`config.mk`:
```
export PLATFORM = sky130hd
export DESIGN_NAME = usb_proto_ctrl_mep
export DESIGN_NICKNAME = d
export VERILOG_FILES = /design/src/rtl/usb_proto_pkg.sv /design/src/rtl/proto_timeout_cnt.sv /design/src/rtl/usb_proto_ctrl_mep.sv
export SDC_FILE = /design/constraint.sdc
export NUM_CORES = 1
export LEC_CHECK = 0
export BUFFER_PORTS_ARGS = -buffer_cell sky130_fd_sc_hd__buf_4
export CORE_MARGIN = 4
export CORE_UTILIZATION = 36
export DETAILED_ROUTE_END_ITERATION = 8
export GPL_ROUTABILITY_DRIVEN = 0
export HOLD_SLACK_MARGIN = 0.05
export SLEW_MARGIN = 20
export SYNTH_ARGS = -nofsm -noshare
export SYNTH_HDL_FRONTEND = slang
export SYNTH_SLANG_ARGS = --single-unit
```
`constraint.sdc`:
```
create_clock -name clk -period 3.2 [get_ports clk]
set_input_delay 0.48 -clock clk [delete_from_list [all_inputs] [get_ports clk]]
set_output_delay 0.48 -clock clk [all_outputs]
set_load 0.05 [all_outputs]
```
`src/rtl/usb_proto_pkg.sv`:
```
// Shared PID encodings and controller state for the multi-endpoint USB protocol controller.
package usb_proto_pkg;

    typedef enum logic [2:0] {
        RX_IDLE = 3'd0,
        RX_DATA = 3'd1,
        RX_OUT  = 3'd2,
        RX_IN   = 3'd3,
        RX_ACK  = 3'd4,
        RX_NAK  = 3'd5,
        RX_BAD  = 3'd6
    } rx_pid_e;

    typedef enum logic [1:0] {
        TX_IDLE = 2'd0,
        TX_DATA = 2'd1,
        TX_ACK  = 2'd2,
        TX_NAK  = 2'd3
    } tx_pid_e;

    typedef enum logic [3:0] {
        ST_IDLE,
        ST_OUT_WAIT_DATA,
        ST_OUT_RECV,
        ST_OUT_BAD_WAIT,
        ST_OUT_ACK,
        ST_OUT_ACK_WAIT,
        ST_OUT_DRAIN,
        ST_IN_FILL,
        ST_OUT_SINK,
        ST_IN_SEND,
        ST_IN_STREAM,
        ST_IN_TX_WAIT,
        ST_IN_WAIT_HS,
        ST_NAK_SEND,
        ST_NAK_WAIT
    } state_e;

    // States in which the transmitter owns the bus.
    function automatic logic is_tx_state(input state_e s);
        return (s == ST_OUT_ACK)   || (s == ST_OUT_ACK_WAIT) ||
               (s == ST_IN_SEND)   || (s == ST_IN_STREAM)    ||
               (s == ST_IN_TX_WAIT)|| (s == ST_NAK_SEND)     ||
               (s == ST_NAK_WAIT);
    endfunction

endpackage

```
`src/rtl/proto_timeout_cnt.sv`:
```
// Clear/enable cycle counter; expired is high on the last counted cycle (count == TIMEOUT_CYC-1).
module proto_timeout_cnt #(
    parameter int TIMEOUT_CYC = 255
) (
    input  logic clk,
    input  logic n_rst,
    input  logic clr,
    input  logic en,
    output logic expired
);
    localparam int CW = $clog2(TIMEOUT_CYC + 1);
    localparam logic [CW-1:0] LAST = CW'(TIMEOUT_CYC - 1);

    logic [CW-1:0] cnt_q, cnt_d;

    always_comb begin
        cnt_d = cnt_q;
        if (clr) begin
            cnt_d = '0;
        end else if (en) begin
            cnt_d = (cnt_q == LAST) ? '0 : cnt_q + 1'b1;
        end
    end

    always_ff @(posedge clk or negedge n_rst) begin
        if (!n_rst) begin
            cnt_q <= '0;
        end else begin
            cnt_q <= cnt_d;
        end
    end

    assign expired = en && (cnt_q == LAST);

endmodule

```
`src/rtl/usb_proto_ctrl_mep.sv`:
```
// Multi-endpoint USB OUT/IN protocol controller with per-endpoint DATA0/DATA1 tracking.
// Define USB_PROTO_TIMEOUT_EN to enable the host-response timeout and timeout_error.
module usb_proto_ctrl_mep #(
    parameter int EP_W        = 1,
    parameter int SZ_W        = 7,
    parameter int TIMEOUT_CYC = 255
) (
    input  logic            clk,
    input  logic            n_rst,
    input  logic [2:0]      rx_packet,
    input  logic [EP_W-1:0] rx_endpoint,
    input  logic            rx_data_toggle,
    input  logic            tx_done,
    input  logic            buffer_reserved,
    input  logic [EP_W-1:0] tx_ep,
    input  logic [SZ_W-1:0] tx_packet_data_size,
    input  logic [SZ_W-1:0] buffer_occupancy,
    output logic            rx_data_ready,
    output logic            rx_transfer_active,
    output logic            rx_error,
    output logic            tx_transfer_active,
    output logic            tx_error,
    output logic [EP_W-1:0] rx_ep_out,
    output logic            clear,
    output logic [1:0]      tx_packet,
    output logic            tx_data_toggle,
    output logic            d_mode,
    output logic            timeout_error
);
    import usb_proto_pkg::*;

    localparam int NUM_EP = 2 ** EP_W;

    rx_pid_e rx_pid;
    assign rx_pid = rx_pid_e'(rx_packet);

    state_e            state_q, state_d, ret_q, ret_d;
    logic [EP_W-1:0]   cur_ep_q, cur_ep_d;
    logic              tog_q, tog_d;
    logic              discard_q, discard_d;
    logic              sink_data_q, sink_data_d;
    logic [NUM_EP-1:0] out_tog_q, out_tog_d;
    logic [NUM_EP-1:0] in_tog_q, in_tog_d;

    logic              rx_data_ready_q, rx_data_ready_d;
    logic              rx_transfer_active_q, rx_transfer_active_d;
    logic              rx_error_q, rx_error_d;
    logic              tx_transfer_active_q, tx_transfer_active_d;
    logic              tx_error_q, tx_error_d;
    logic [EP_W-1:0]   rx_ep_out_q, rx_ep_out_d;
    logic              clear_q, clear_d;
    tx_pid_e           tx_packet_q, tx_packet_d;
    logic              tx_data_toggle_q, tx_data_toggle_d;
    logic              d_mode_q, d_mode_d;
    logic              timeout_error_q, timeout_error_d;

    logic timeout_hit;

`ifdef USB_PROTO_TIMEOUT_EN
    // Restarts on every state change so each wait state gets a full window.
    proto_timeout_cnt #(
        .TIMEOUT_CYC(TIMEOUT_CYC)
    ) u_timeout (
        .clk    (clk),
        .n_rst  (n_rst),
        .clr    (state_d != state_q),
        .en     ((state_q == ST_OUT_WAIT_DATA) || (state_q == ST_IN_WAIT_HS)),
        .expired(timeout_hit)
    );
`else
    logic unused_timeout_cfg;
    assign unused_timeout_cfg = (TIMEOUT_CYC > 0);
    assign timeout_hit        = 1'b0;
`endif

    always_comb begin
        state_d         = state_q;
        ret_d           = ret_q;
        cur_ep_d        = cur_ep_q;
        tog_d           = tog_q;
        discard_d       = discard_q;
        sink_data_d     = sink_data_q;
        out_tog_d       = out_tog_q;
        in_tog_d        = in_tog_q;
        rx_data_ready_d = rx_data_ready_q;
        rx_ep_out_d     = rx_ep_out_q;
        rx_error_d      = rx_error_q;
        tx_error_d      = tx_error_q;
        timeout_error_d = timeout_error_q;
        clear_d         = 1'b0;

        if (rx_pid == RX_OUT) begin
            rx_data_ready_d = 1'b0;
        end

        case (state_q)
            ST_IDLE: begin
                if (rx_pid == RX_OUT) begin
                    state_d         = ST_OUT_WAIT_DATA;
                    cur_ep_d        = rx_endpoint;
                    rx_error_d      = 1'b0;
                    tx_error_d      = 1'b0;
                    timeout_error_d = 1'b0;
                end else if (rx_pid == RX_IN) begin
                    state_d  = ST_NAK_SEND;
                    ret_d    = ST_IDLE;
                    cur_ep_d = rx_endpoint;
                end else if (rx_pid == RX_BAD) begin
                    state_d = ST_NAK_SEND;
                    ret_d   = ST_IDLE;
                end else if (buffer_reserved) begin
                    state_d         = ST_IN_FILL;
                    rx_error_d      = 1'b0;
                    tx_error_d      = 1'b0;
                    timeout_error_d = 1'b0;
                end
            end
            ST_OUT_WAIT_DATA: begin
                if (rx_pid == RX_DATA) begin
                    state_d = ST_OUT_RECV;
                    tog_d   = rx_data_toggle;
                end else if (timeout_hit) begin
                    state_d         = ST_IDLE;
                    rx_error_d      = 1'b1;
                    timeout_error_d = 1'b1;
                end
            end
            ST_OUT_RECV: begin
                if (rx_pid == RX_IDLE) begin
                    state_d = ST_OUT_ACK;
                    if (tog_q == out_tog_q[cur_ep_q]) begin
                        rx_data_ready_d     = 1'b1;
                        rx_ep_out_d         = cur_ep_q;
                        out_tog_d[cur_ep_q] = ~out_tog_q[cur_ep_q];
                        discard_d           = 1'b0;
                    end else begin
                        // Host retransmitted data we already ACKed: ACK again, drop payload.
                        clear_d   = 1'b1;
                        discard_d = 1'b1;
                    end
                end else if (rx_pid == RX_BAD) begin
                    state_d = ST_OUT_BAD_WAIT;
                end
            end
            ST_OUT_BAD_WAIT: begin
                if (rx_pid == RX_IDLE) begin
                    state_d    = ST_NAK_SEND;
                    ret_d      = ST_IDLE;
                    clear_d    = 1'b1;
                    rx_error_d = 1'b1;
                end
            end
            ST_OUT_ACK: begin
                state_d = ST_OUT_ACK_WAIT;
            end
            ST_OUT_ACK_WAIT: begin
                if (tx_done) begin
                    state_d = discard_q ? ST_IDLE : ST_OUT_DRAIN;
                end
            end
            ST_OUT_DRAIN: begin
                if (buffer_occupancy == '0) begin
                    state_d = ST_IDLE;
                end else if ((rx_pid == RX_OUT) || (rx_pid == RX_IN)) begin
                    state_d    = ST_NAK_SEND;
                    ret_d      = ST_OUT_DRAIN;
                    rx_error_d = 1'b1;
                end
            end
            ST_IN_FILL: begin
                if (rx_pid == RX_IN) begin
                    cur_ep_d = rx_endpoint;
                    if ((rx_endpoint == tx_ep) && (buffer_occupancy == tx_packet_data_size)) begin
                        state_d = ST_IN_SEND;
                    end else begin
                        state_d    = ST_NAK_SEND;
                        ret_d      = ST_IN_FILL;
                        rx_error_d = 1'b1;
                    end
                end else if (rx_pid == RX_OUT) begin
                    state_d     = ST_OUT_SINK;
                    cur_ep_d    = rx_endpoint;
                    sink_data_d = 1'b0;
                end
            end
            ST_OUT_SINK: begin
                // Swallow the host's DATA packet, then refuse it once the bus goes idle.
                if (rx_pid == RX_DATA) begin
                    sink_data_d = 1'b1;
                end else if ((rx_pid == RX_IDLE) && sink_data_q) begin
                    state_d = ST_NAK_SEND;
                    ret_d   = ST_IN_FILL;
                end
            end
            ST_IN_SEND: begin
                state_d = ST_IN_STREAM;
            end
            ST_IN_STREAM: begin
                if (buffer_occupancy == '0) begin
                    state_d = ST_IN_TX_WAIT;
                end
            end
            ST_IN_TX_WAIT: begin
                if (tx_done) begin
                    state_d = ST_IN_WAIT_HS;
                    clear_d = 1'b1;
                end
            end
            ST_IN_WAIT_HS: begin
                if (rx_pid == RX_ACK) begin
                    state_d            = ST_IDLE;
                    in_tog_d[cur_ep_q] = ~in_tog_q[cur_ep_q];
                end else if (rx_pid == RX_NAK) begin
                    state_d    = ST_IDLE;
                    tx_error_d = 1'b1;
                end else if (timeout_hit) begin
                    state_d         = ST_IDLE;
                    tx_error_d      = 1'b1;
                    timeout_error_d = 1'b1;
                end
            end
            ST_NAK_SEND: begin
                state_d = ST_NAK_WAIT;
            end
            ST_NAK_WAIT: begin
                if (tx_done) begin
                    state_d = ret_q;
                end
            end
            default: begin
                state_d = ST_IDLE;
            end
        endcase

        case (state_d)
            ST_OUT_ACK:  tx_packet_d = TX_ACK;
            ST_NAK_SEND: tx_packet_d = TX_NAK;
            ST_IN_SEND:  tx_packet_d = TX_DATA;
            default:     tx_packet_d = TX_IDLE;
        endcase
        tx_data_toggle_d     = (state_d == ST_IN_SEND) ? in_tog_q[cur_ep_d] : 1'b0;
        d_mode_d             = is_tx_state(state_d);
        tx_transfer_active_d = is_tx_state(state_d);
        rx_transfer_active_d = (state_d == ST_OUT_WAIT_DATA) || (state_d == ST_OUT_RECV);
    end

    always_ff @(posedge clk or negedge n_rst) begin
        if (!n_rst) begin
            state_q              <= ST_IDLE;
            ret_q                <= ST_IDLE;
            cur_ep_q             <= '0;
            tog_q                <= 1'b0;
            discard_q            <= 1'b0;
            sink_data_q          <= 1'b0;
            out_tog_q            <= '0;
            in_tog_q             <= '0;
            rx_data_ready_q      <= 1'b0;
            rx_transfer_active_q <= 1'b0;
            rx_error_q           <= 1'b0;
            tx_transfer_active_q <= 1'b0;
            tx_error_q           <= 1'b0;
            rx_ep_out_q          <= '0;
            clear_q              <= 1'b0;
            tx_packet_q          <= TX_IDLE;
            tx_data_toggle_q     <= 1'b0;
            d_mode_q             <= 1'b0;
            timeout_error_q      <= 1'b0;
        end else begin
            state_q              <= state_d;
            ret_q                <= ret_d;
            cur_ep_q             <= cur_ep_d;
            tog_q                <= tog_d;
            discard_q            <= discard_d;
            sink_data_q          <= sink_data_d;
            out_tog_q            <= out_tog_d;
            in_tog_q             <= in_tog_d;
            rx_data_ready_q      <= rx_data_ready_d;
            rx_transfer_active_q <= rx_transfer_active_d;
            rx_error_q           <= rx_error_d;
            tx_transfer_active_q <= tx_transfer_active_d;
            tx_error_q           <= tx_error_d;
            rx_ep_out_q          <= rx_ep_out_d;
            clear_q              <= clear_d;
            tx_packet_q          <= tx_packet_d;
            tx_data_toggle_q     <= tx_data_toggle_d;
            d_mode_q             <= d_mode_d;
            timeout_error_q      <= timeout_error_d;
        end
    end

    assign rx_data_ready      = rx_data_ready_q;
    assign rx_transfer_active = rx_transfer_active_q;
    assign rx_error           = rx_error_q;
    assign tx_transfer_active = tx_transfer_active_q;
    assign tx_error           = tx_error_q;
    assign rx_ep_out          = rx_ep_out_q;
    assign clear              = clear_q;
    assign tx_packet          = tx_packet_q;
    assign tx_data_toggle     = tx_data_toggle_q;
    assign d_mode             = d_mode_q;
    assign timeout_error      = timeout_error_q;

endmodule

```
# ---- After elaboration in Yosys (flattened, before gate mapping)
# Cells that the tools add are included.
dict set report op_classes {
  multipliers 0
  eq_ne 51
  addsub 0
  n_mux 77
  shift 0
  div_mod_pow 0
  n_lt_le_gt_ge 3
  bitwise 2
  n_reduce_logical 28
}
# operator n
set op_table {}
lappend op_table {{two-way mux 4 bit} 30}
lappend op_table {{case mux 4 bit (15 select lines)} 1}
lappend op_table {{equality test 4 bit, second input constant} 12}
lappend op_table {{two-way mux 1 bit} 34}
lappend op_table {{inequality test 2 bit, second input constant} 15}
lappend op_table {{equality test 4 x 3 -> 1 bit, second input constant} 6}
lappend op_table {{case mux 4 bit (5 select lines)} 1}
lappend op_table {{equality test 4 x 2 -> 1 bit, second input constant} 3}
lappend op_table {{inequality test 3 bit, second input constant} 4}
lappend op_table {{AND reduction 10 bit} 1}
lappend op_table {{equality test 3 bit, second input constant} 3}
lappend op_table {{AND reduction 9 bit} 1}
lappend op_table {{equality test 4 x 1 -> 1 bit, second input constant} 2}
lappend op_table {{logical OR 1 bit} 8}
lappend op_table {{AND reduction 4 bit} 2}
lappend op_table {{equality test 7 bit} 1}
lappend op_table {{zero test 7 bit} 1}
lappend op_table {{equality test 3 x 2 -> 1 bit, second input constant} 2}
lappend op_table {{two-way mux 3 bit} 2}
lappend op_table {{case mux 1 bit (2 select lines)} 3}
lappend op_table {{case mux 2 bit (3 select lines)} 1}
lappend op_table {{AND reduction 2 bit} 3}
lappend op_table {{AND reduction 6 bit} 1}
lappend op_table {{nonzero test 2 bit} 3}
lappend op_table {{other kinds (15)} 21}
dict set report totals {
  ff_bits 27
  in_bits 24
  output_inout_bits 12
  latchBits 0
  wordCells 179
  ramBits 0
  memories 0
  romBits 0
}

# ---- Longest topological paths before layout
# Gate-level depths: netlist of run 1.
dict set report logic_depth {
  ltp_word 12
  mapped_depth 9
  mapped_depth_nobuf 7
}

# ---- Least setup slack after synthesis of run 1
# No wires, ideal clock.
dict set report synth_path {
  kind {input to register}
  from {input buffer_occupancy[2]}
  to {register ret_q[0]}
  path_buffers 0
  setup_time_ps 128
  arrival_time_ps 2149
  path_stages 6
  setup_slack_ps 923
  path_cell_list {or4_4 > o211ai_2 > a2bb2oi_2 > o2111ai_2 > a211oi_2 > mux2_1}
}
dict set report synth_between {
  elab_chain_len 4
}
# item line_no
set synth_rtl {}
lappend synth_rtl {{start: declaration} usb_proto_ctrl_mep.sv:17} ;# input logic [SZ_W-1:0] buffer_occupancy,
lappend synth_rtl {{equality test 7 bit} usb_proto_ctrl_mep.sv:173} ;# if ((rx_endpoint == tx_ep) && (buffer_occupancy == tx_packet_data_size)) begin
lappend synth_rtl {{logical AND 1 bit} usb_proto_ctrl_mep.sv:173}
lappend synth_rtl {{inequality test 2 bit (no source line)} n/a}
lappend synth_rtl {{AND reduction 10 bit (no source line) (*)} n/a}
lappend synth_rtl {{end signal: assignment} usb_proto_ctrl_mep.sv:270} ;# ret_q <= ret_d;
lappend synth_rtl {{end: declaration} usb_proto_ctrl_mep.sv:37} ;# state_e state_q, state_d, ret_q, ret_d;
# Every way passes the cells marked *; elsewhere a longest branch is shown, timed or not.
# A chain may end at the register's enable or synchronous reset.

# ---- Final worst setup path of run 1
dict set report layout_path {
  from {register state_q[3]}
  to {register ret_q[0]}
}
dict set report layout_between {
  elab_chain_len 3
}
# item line_no
set layout_rtl {}
lappend layout_rtl {{start: declaration} usb_proto_ctrl_mep.sv:37}
lappend layout_rtl {{start signal: assignment} usb_proto_ctrl_mep.sv:269} ;# state_q <= state_d;
lappend layout_rtl {{equality test 4 bit, or another cell as far along} usb_proto_ctrl_mep.sv:96} ;# case (state_q)
lappend layout_rtl {{nonzero test 5 bit (no source line), or another cell as far along} n/a}
lappend layout_rtl {{AND reduction 10 bit (no source line)} n/a}
# Parallel ways exist; a longest one is shown, timed or not.

==> metrics.csv, run 1 <==
stage,metric,value,unit
outcome,status,"complete, no violations",
place,dp_hpwl,3820,um
timing,period_share,0.835,
timing,setup-tns-final,0,ns
die,die_y,79.3,um
synth,synth_edf_count,0,
cts,path_clk_slew,0.08,ns
detailed_routing,wirelength,5000,um
detailed_routing,drtIter0Drc,267,
synth,syn_nets,232,
final_layout,final_util,0.449,
grt,overflow,0,
timing,setup_ws,0.528,ns
detailed_routing,drtAntennaViolNets,0,
grt,grt_antenna_before_repair,0,
critical_path,ff2ff_setup_slack,0.53,ns
critical_path,r2r-end,ret_q[0],
final_layout,final_cell_mix,"buf_4 (38), dfrtp_1 (24), nand2_1 (14), xnor2_1 (11)",
grt,use_met2,0.273,
run,max_cap_viol_count,0,
power,power_density,824,nW/um^2
final_layout,fill_cells,529,
critical_path,max_stage_delay,0.55,ns
critical_path,critPathArrivalTime,2.82,ns
cts,cts_buffers,3,
power,vdd_drop_max,0.302,mV
cts,htreeDepth,1,
die,core,4820,um^2
grt,grt_most_used_layer,met2,
timing,setup_viol,0,
synth,yosysUniqueCellTypes,66,
cts,cts_tree,built,
critical_path,reg2regPathDepth,6,
cts,post_cts_resized,0,
detailed_routing,drc,0,
place,post-place-ws,0.615,ns
detailed_routing,vias_per_cell,5.76,
timing,tightest_slew,0.721,ns
place,dpl_cell_area,2120,um^2
synth,yosysSeqAreaShare,0.328,
synth,muxShareOfSynthArea,0.0472,
timing,finClkSkew,0.00165,ns
final_layout,num-nets-final,260,
synth,ys_ff_latch,24,
critical_path,crit_type,reg -> reg,
synth,synth-compound-area-share,0.224,
die,ioPinCount,36,
critical_path,crit_buf_inv,0,
critical_path,path_max_fanout,14,
final_layout,drive_above_1_share,0.235,
synth,netlist_area,1830,um^2
grt,grt_pass1_vias,1655,
grt,use_met3,0.0227,
synth,synth_fa_ha_area_frac,0,
grt,track_usage,0.170,
synth,synthFlopType,dfrtp_1,
timing,drv_slew,0,
synth,yosys.area_share.simple,0.269,
critical_path,critPathTopFamily,compound AO/OA/AOI/OAI gates,
cts,hold_buffers,0,
timing,holdWs,0.101,ns
min_path,worst_hold_path_type,in -> async,
timing,rsz0062_at_grt,no,
critical_path,cp-end-kind,flop,
grt,grt.met1_usage,0.237,
cts,clk_latency,0.26,ns
final_layout,diodes,0,
place,io_buffers,34,
final_layout,fin_area,2160,um^2
synth,syn_inst,208,
detailed_routing,routedWlPerCell,16.6,um
synth,synth_area_per_cell,8.79,um^2
die,rows,25,
cts,post_cts_buffers,0,
grt,grt_max_degree,25,
power,leakagePower,0.925,nW
synth,yosys_warnings,0,
critical_path,worstPathRequired,3.35,ns
synth,synth_top_family_by_area,simple AND/OR/NAND/NOR gates,
final_layout,final_common_cell,buf_4,
die,die_width,79.3,um
synth,synthArstFlopShare,1.00,
detailed_routing,firstDrtPassIters,4,
critical_path,r2r_start,state_q[3],
final_layout,syn2layout_area_growth,18.3,%
timing,fmax,374,MHz
cts,cts.sinks,24,
cts,cts_buffer_depth,2,
critical_path,cp-start-kind,flop,
critical_path,crit_chain,"nor2_1, nand3_1, a32oi_1, o2111ai_2, a211oi_2, mux2_1",
die,die_area,6290,um^2
synth,synth-xor-area-share,0.0718,
cts,cts_root_buf,clkbuf_8,
die,initial_core_util,0.380,
grt,grt_pass1_wl,8440,um
timing,hold_violations,0,
timing,period_needed,2.67,ns
critical_path,cp_slowest_cell,dfrtp_1,
timing,max_slew_margin,0.519,
detailed_routing,route.vias.total,1733,
[cell families (layout without fill, tap and decap cells)]
family / after synthesis / in the layout
AND/OR/NAND/NOR: 84 / 84
flip-flops: 24 / 24
XOR/XNOR: 15 / 15
other: 1 / 1
multiplexers: 8 / 8
AO/OA/AOI/OAI: 53 / 53
buffers and inverters: 23 / 49
[sequential cells by signal, summed over array words and instances (netlist names), 2 cells and up]
name / count
out_tog_q: 2
state_q: 4
in_tog_q: 2
tx_packet: 2
ret_q: 2
[synthesized netlist by cell type (3+ instances only)]
master    number  area [um^2]
xnor2_1       11         96.3
nor3_1         8         40.0
nand4_1        3         18.8
buf_2          9         45.0
mux2i_1        3         30.0
nor4_1         4         25.0
a32oi_1        3         26.3
and2_1         3         18.8
and3_1         3         18.8
nand2_1       14         52.6
mux2_2         3         33.8
a221oi_1       3         26.3
nand3_1        8         40.0
dfrtp_1       24          601
xor2_1         4         35.0
a21oi_1        7         35.0
or3_1          3         18.8
o21ai_0        7         35.0
nor2_1         8         30.0
nand2b_1       8         50.1
a21o_1         4         30.0
inv_1          6         22.5
[routing by layer]
metal	part of all wire	vias up
li1	-	834
met1	0.46	829
met2	0.47	65
met3	0.055	5
met4	0.012	0
met5	0	-
[cell type report]
class                           count  area, um^2  area share
Tap cell                           67        83.8      0.0387
Sequential cell                    24         601       0.277
Clock buffer                        3        41.3      0.0191
Timing Repair Buffer               38         285       0.132
Inverter                            8        30.0      0.0139
Multi-Input combinational cell    161        1120       0.519
[stage by stage]
step / power, mW / instances
final: 1.78 / 301
after global routing: 1.93 / 301
after CTS: 1.79 / 301
after detailed placement: 1.60 / 298
after global placement: 1.60 / 298
after floorplan: 1.32 / 208
[report_power, final]
part / switching [mW] / internal (mW) / leakage [nW] / total (mW)
clock: 0.0914 / 0.0842 / 0.0216 / 0.176
combinational: 0.628 / 0.415 / 0.597 / 1.04
sequential: 0.160 / 0.406 / 0.307 / 0.566
total: 0.879 / 0.905 / 0.925 / 1.78
[worst max path at each step]
stage,depth (start not counted),to,slack (ns),startpoint
after detailed placement,6,ret_q[0],0.61,state_q[1]
final,6,ret_q[0],0.53,state_q[3]
after global routing,6,ret_q[0],0.35,state_q[3]
after CTS,6,ret_q[0],0.60,state_q[1]
after global placement,6,ret_q[1],0.62,state_q[1]
after floorplan,6,ret_q[0],0.92,buffer_occupancy[2]
(Power assumes the default switching activity.)
==> run 2: changes to the inputs <==
- clock period: 3.2 -> 2.6 ns (I/O delays scaled with it)
==> metrics.csv, run 2 (synthesized netlist as in run 1, its figures left out) <==
stage,metric,value,unit
cts,post_cts_buffers,0,
timing,period_share,0.912,
detailed_routing,drtIter0Drc,173,
power,vdd_drop_max,0.390,mV
timing,setup_viol,0,
die,initial_core_util,0.380,
cts,htreeDepth,1,
final_layout,syn2layout_area_growth,24.4,%
final_layout,largest_reg_flops,4,
die,rows,25,
power,power.internal,1.24,mW
cts,cts_buffer_depth,2,
final_layout,fill_cells,469,
timing,setup-tns-final,0,ns
critical_path,worstPathRequired,2.75,ns
run,max_cap_viol_count,0,
power,seq_power_share,0.278,
timing,period_needed,2.37,ns
detailed_routing,routedWlPerCell,16.1,um
grt,track_usage,0.169,
place,dpl_cell_area,2200,um^2
final_layout,final_common_cell,buf_4,
min_path,holdPathStages,2,
timing,finClkSkew,0.0150,ns
cts,path_clk_slew,0.10,ns
final_layout,fin_area,2280,um^2
detailed_routing,drtAntennaViolNets,0,
detailed_routing,drc,0,
cts,cts_buffers,3,
final_layout,diodes,0,
final_layout,num-nets-final,270,
final_layout,multiInputGateArea,1130,um^2
die,die_area,6290,um^2
critical_path,cp_slowest_cell,or4b_1,
final_layout,layout.area.seq,602,um^2
timing,tightest_slew,0.492,ns
min_path,worst_hold_path_type,in -> reg,
critical_path,cp-end-kind,flop,
critical_path,max_stage_delay,0.54,ns
place,dp_hpwl,3800,um
grt,grt_pass1_wl,8430,um
grt,overflow,0,
die,ioPinCount,36,
final_layout,final_cell_mix,"buf_4 (46), dfrtp_1 (23), nand2_1 (14), xnor2_1 (11)",
detailed_routing,vias_per_cell,5.63,
detailed_routing,route.vias.total,1755,
cts,cts_tree,built,
place,post-place-ws,0.136,ns
timing,holdWs,0.333,ns
outcome,status,"complete, no violations",
timing,rsz0062_at_grt,no,
timing,drv_slew,0,
die,die_y,79.3,um
cts,cts.sinks,24,
timing,hold_violations,0,
critical_path,crit_chain,"or4b_1, a221oi_2, a2bb2oi_1, and3_1, a211oi_2, mux2_1",
final_layout,regMostFlops,state_q,
place,io_buffers,34,
critical_path,cp-start-kind,flop,
critical_path,critPathArrivalTime,2.53,ns
grt,grt_antenna_before_repair,0,
critical_path,crit_type,reg -> reg,
power,p_clk_frac,0.112,
timing,max_slew_margin,0.669,
detailed_routing,firstDrtPassIters,5,
grt,grt_pass1_vias,1745,
timing,fmax,422,MHz
cts,clk_latency,0.28,ns
die,die_width,79.3,um
cts,cts_root_buf,clkbuf_8,
timing,setup_ws,0.229,ns
detailed_routing,wirelength,5030,um
power,power_frac_comb,0.610,
grt,grt_max_degree,25,
power,sw_frac_of_total,0.475,
critical_path,reg2regPathDepth,6,
die,core,4820,um^2
final_layout,drive_above_1_share,0.273,
power,power_switching,1.12,mW
critical_path,path_max_fanout,9,
power,power_density,1030,nW/um^2
power,leakagePower,0.986,nW
==> run 2: path summary, 6_finish.rpt <==
| path | startpoint | to | slack, ns |
|---|---|---|---|
| worst max-delay path | state_q[2] | ret_q[0] | 0.23 |
| worst min-delay path | rx_data_toggle | tog_q | 0.33 |
| worst max register to register | state_q[2] | ret_q[0] | 0.23 |
| worst min register to register | in_tog_q[0] | in_tog_q[0] | 0.47 |
| max in group asynchronous | n_rst | state_q[1] | 1.79 |
| min in group asynchronous | n_rst | rx_error | 0.53 |
==> run 2: critical path, delay by kind of cell (launching register included) <==
family           cells  cell delay [ns]
AND/OR/NAND/NOR      2             0.76
AO/OA/AOI/OAI        3             0.63
multiplexers         1             0.35
flip-flops           1             0.51
==> run 2: through the flow <==
stage	cells	util	power, mW
finish	312	0.472	2.35
global placement	307	0.457	2.08
floorplan	208	-	1.63
global route	312	0.472	2.53
CTS	312	0.471	2.34
detailed placement	307	0.457	2.08
==> run 2: repair_timing <==
item	CTS	global route
hold buffers	1	0
gates resized for setup	0	2
endpoints found under the setup margin	0	2
endpoints found under the hold margin	24	0
==> run 2: layer usage <==
metal / up-vias / wire, um / track usage
met4: 0 / 75 / 0.0533
li1: 850 / - / -
met3: 9 / 404 / 0.0306
met1: 813 / 2270 / 0.233
met5: - / 0 / 0
met2: 83 / 2280 / 0.267
==> run 2: final cells by class <==
class | instances | share of cell area
flip-flops and latches | 24 | 0.264
inverters | 8 | 0.0132
well taps | 67 | 0.0368
clock buffers | 4 | 0.0242
repair buffers | 48 | 0.165
multi-input cells | 161 | 0.496
==> run 2: power groups by stage <==
stage	combinational [mW]	clock, mW	sequential [mW]
final	1.43	0.264	0.655
after global routing	1.57	0.286	0.677
after CTS	1.43	0.266	0.649
after detailed placement	1.42	0	0.654
after global placement	1.42	0	0.653
after floorplan	0.918	0	0.710
==> run 3: changes to the inputs <==
- CORE_UTILIZATION: 36 -> 40
- clock period: 2.6 -> 3.06 ns (I/O delays scaled with it)
==> metrics.csv, run 3 (synthesized netlist as in run 1, its figures left out) <==
stage,metric,value,unit
detailed_routing,drtIter0Drc,190,
die,die_y,75.6,um
cts,cts.sinks,24,
final_layout,drive_above_1_share,0.248,
cts,cts_tree,built,
timing,drv_slew,0,
critical_path,critPathArrivalTime,2.72,ns
detailed_routing,drc,0,
final_layout,diodes,0,
detailed_routing,drtAntennaViolNets,0,
cts,post_cts_buffers,0,
critical_path,ff2ff_setup_slack,0.49,ns
power,finalPower,1.98,mW
critical_path,worstPathRequired,3.22,ns
grt,grt_antenna_before_repair,0,
grt,grt_max_degree,25,
timing,max_slew_margin,0.571,
cts,hold_buffers,0,
critical_path,reg2regPathDepth,6,
run,max_cap_viol_count,0,
critical_path,crit_end,ret_q[1],
place,dp_hpwl,3670,um
grt,grt_pass1_vias,1681,
die,core,4380,um^2
cts,htreeDepth,1,
grt,grt_pass1_wl,8030,um
grt,track_usage,0.183,
power,vdd_drop_max,0.395,mV
detailed_routing,routedWlPerCell,16.7,um
cts,post_cts_resized,0,
final_layout,final_cell_mix,"buf_4 (41), dfrtp_1 (24), nand2_1 (14), xnor2_1 (11)",
critical_path,r2r-end,ret_q[1],
critical_path,crit_type,reg -> reg,
final_layout,largest_reg_flops,4,
timing,setup_viol,0,
cts,path_clk_slew,0.09,ns
die,initial_core_util,0.417,
final_layout,final_common_cell,buf_4,
final_layout,regMostFlops,state_q,
cts,cts_buffers,3,
die,ioPinCount,36,
detailed_routing,route.vias.total,1717,
timing,rsz0062_at_grt,no,
final_layout,num-nets-final,263,
critical_path,r2r_start,state_q[1],
die,die_width,75.6,um
cts,clk_latency,0.27,ns
grt,overflow,0,
timing,setup-tns-final,0,ns
timing,period_share,0.839,
critical_path,crit_start,state_q[1],
min_path,worst_hold_path_type,in -> async,
power,leakagePower,0.955,nW
final_layout,syn2layout_area_growth,20.2,%
power,power_density,900,nW/um^2
timing,period_needed,2.57,ns
die,rows,24,
detailed_routing,firstDrtPassIters,4,
die,die_area,5720,um^2
detailed_routing,wirelength,4840,um
timing,finClkSkew,0.00443,ns
critical_path,cp-start-kind,flop,
cts,cts_root_buf,clkbuf_8,
timing,tightest_slew,0.644,ns
timing,fmax,390,MHz
timing,hold_violations,0,
critical_path,cp-end-kind,flop,
detailed_routing,vias_per_cell,5.92,
outcome,status,"complete, no violations",
cts,cts_buffer_depth,2,
critical_path,path_max_fanout,22,
place,io_buffers,34,
==> run 3: changes by cell type in the layout (fill, tap and decap cells not counted), sizes merged <==
cell         delta
buf             -6
bufinv          +1
clkbuf          -1
dlygate4sd3     -1
==> run 3: worst min-delay path by stage <==
stage | slack, ns | endpoint | startpoint | cells after the start
5_1_grt | 0.09 | in_tog_q[1] | n_rst | 1
2_1_floorplan | 0.16 | clear | n_rst | 0
3_5_place_dp | 0.37 | tog_q | n_rst | 1
6_report | 0.07 | rx_data_ready | n_rst | 1
3_3_place_gp | 0.37 | rx_ep_out | n_rst | 1
4_1_cts | 0.08 | in_tog_q[1] | n_rst | 1
==> run 3: final cells by class <==
cell class	count	area, um^2
multi-input combinational	161	1120
clock inverter	1	30.0
tap	52	65.1
timing repair buffer	41	308
fill	433	2190
inverter	8	30.0
sequential	24	601
clock buffer	3	41.3
==> run 3: through the flow <==
stage / instances / hold slack [ns] / worst slack (ns) / util / area [um^2]
2_1_floorplan: 208 / 0.163 / 0.804 / - / 1830
3_3_place_gp: 286 / 0.372 / 0.536 / 0.485 / 2130
3_5_place_dp: 286 / 0.374 / 0.534 / 0.485 / 2130
4_1_cts: 290 / 0.0793 / 0.499 / 0.501 / 2200
5_1_grt: 290 / 0.0880 / 0.323 / 0.501 / 2200
6_report: 290 / 0.0748 / 0.494 / 0.501 / 2200
==> run 3: per-layer routing <==
metal | up-vias | track usage | routed length, um
li1 | 836 | - | -
met1 | 821 | 0.252 | 2260
met2 | 53 | 0.305 | 2270
met3 | 7 | 0.0211 | 249
met4 | 0 | 0.0505 | 65
met5 | - | 0 | 0
==> run 3: power by group <==
part / switching, mW / internal [mW] / total [mW]
logic: 0.663 / 0.456 / 1.12
clock network: 0.101 / 0.175 / 0.276
registers: 0.159 / 0.424 / 0.584
total: 0.923 / 1.06 / 1.98
==> run 3: worst max-delay path, cell delays in order, from the launching register on <==
cell and delay, ns:
dfrtp_1 0.63, buf_4 0.29, or3_1 0.37, a32oi_1 0.27, o2111ai_2 0.20, a211oi_2 0.34
mux2_1 0.36
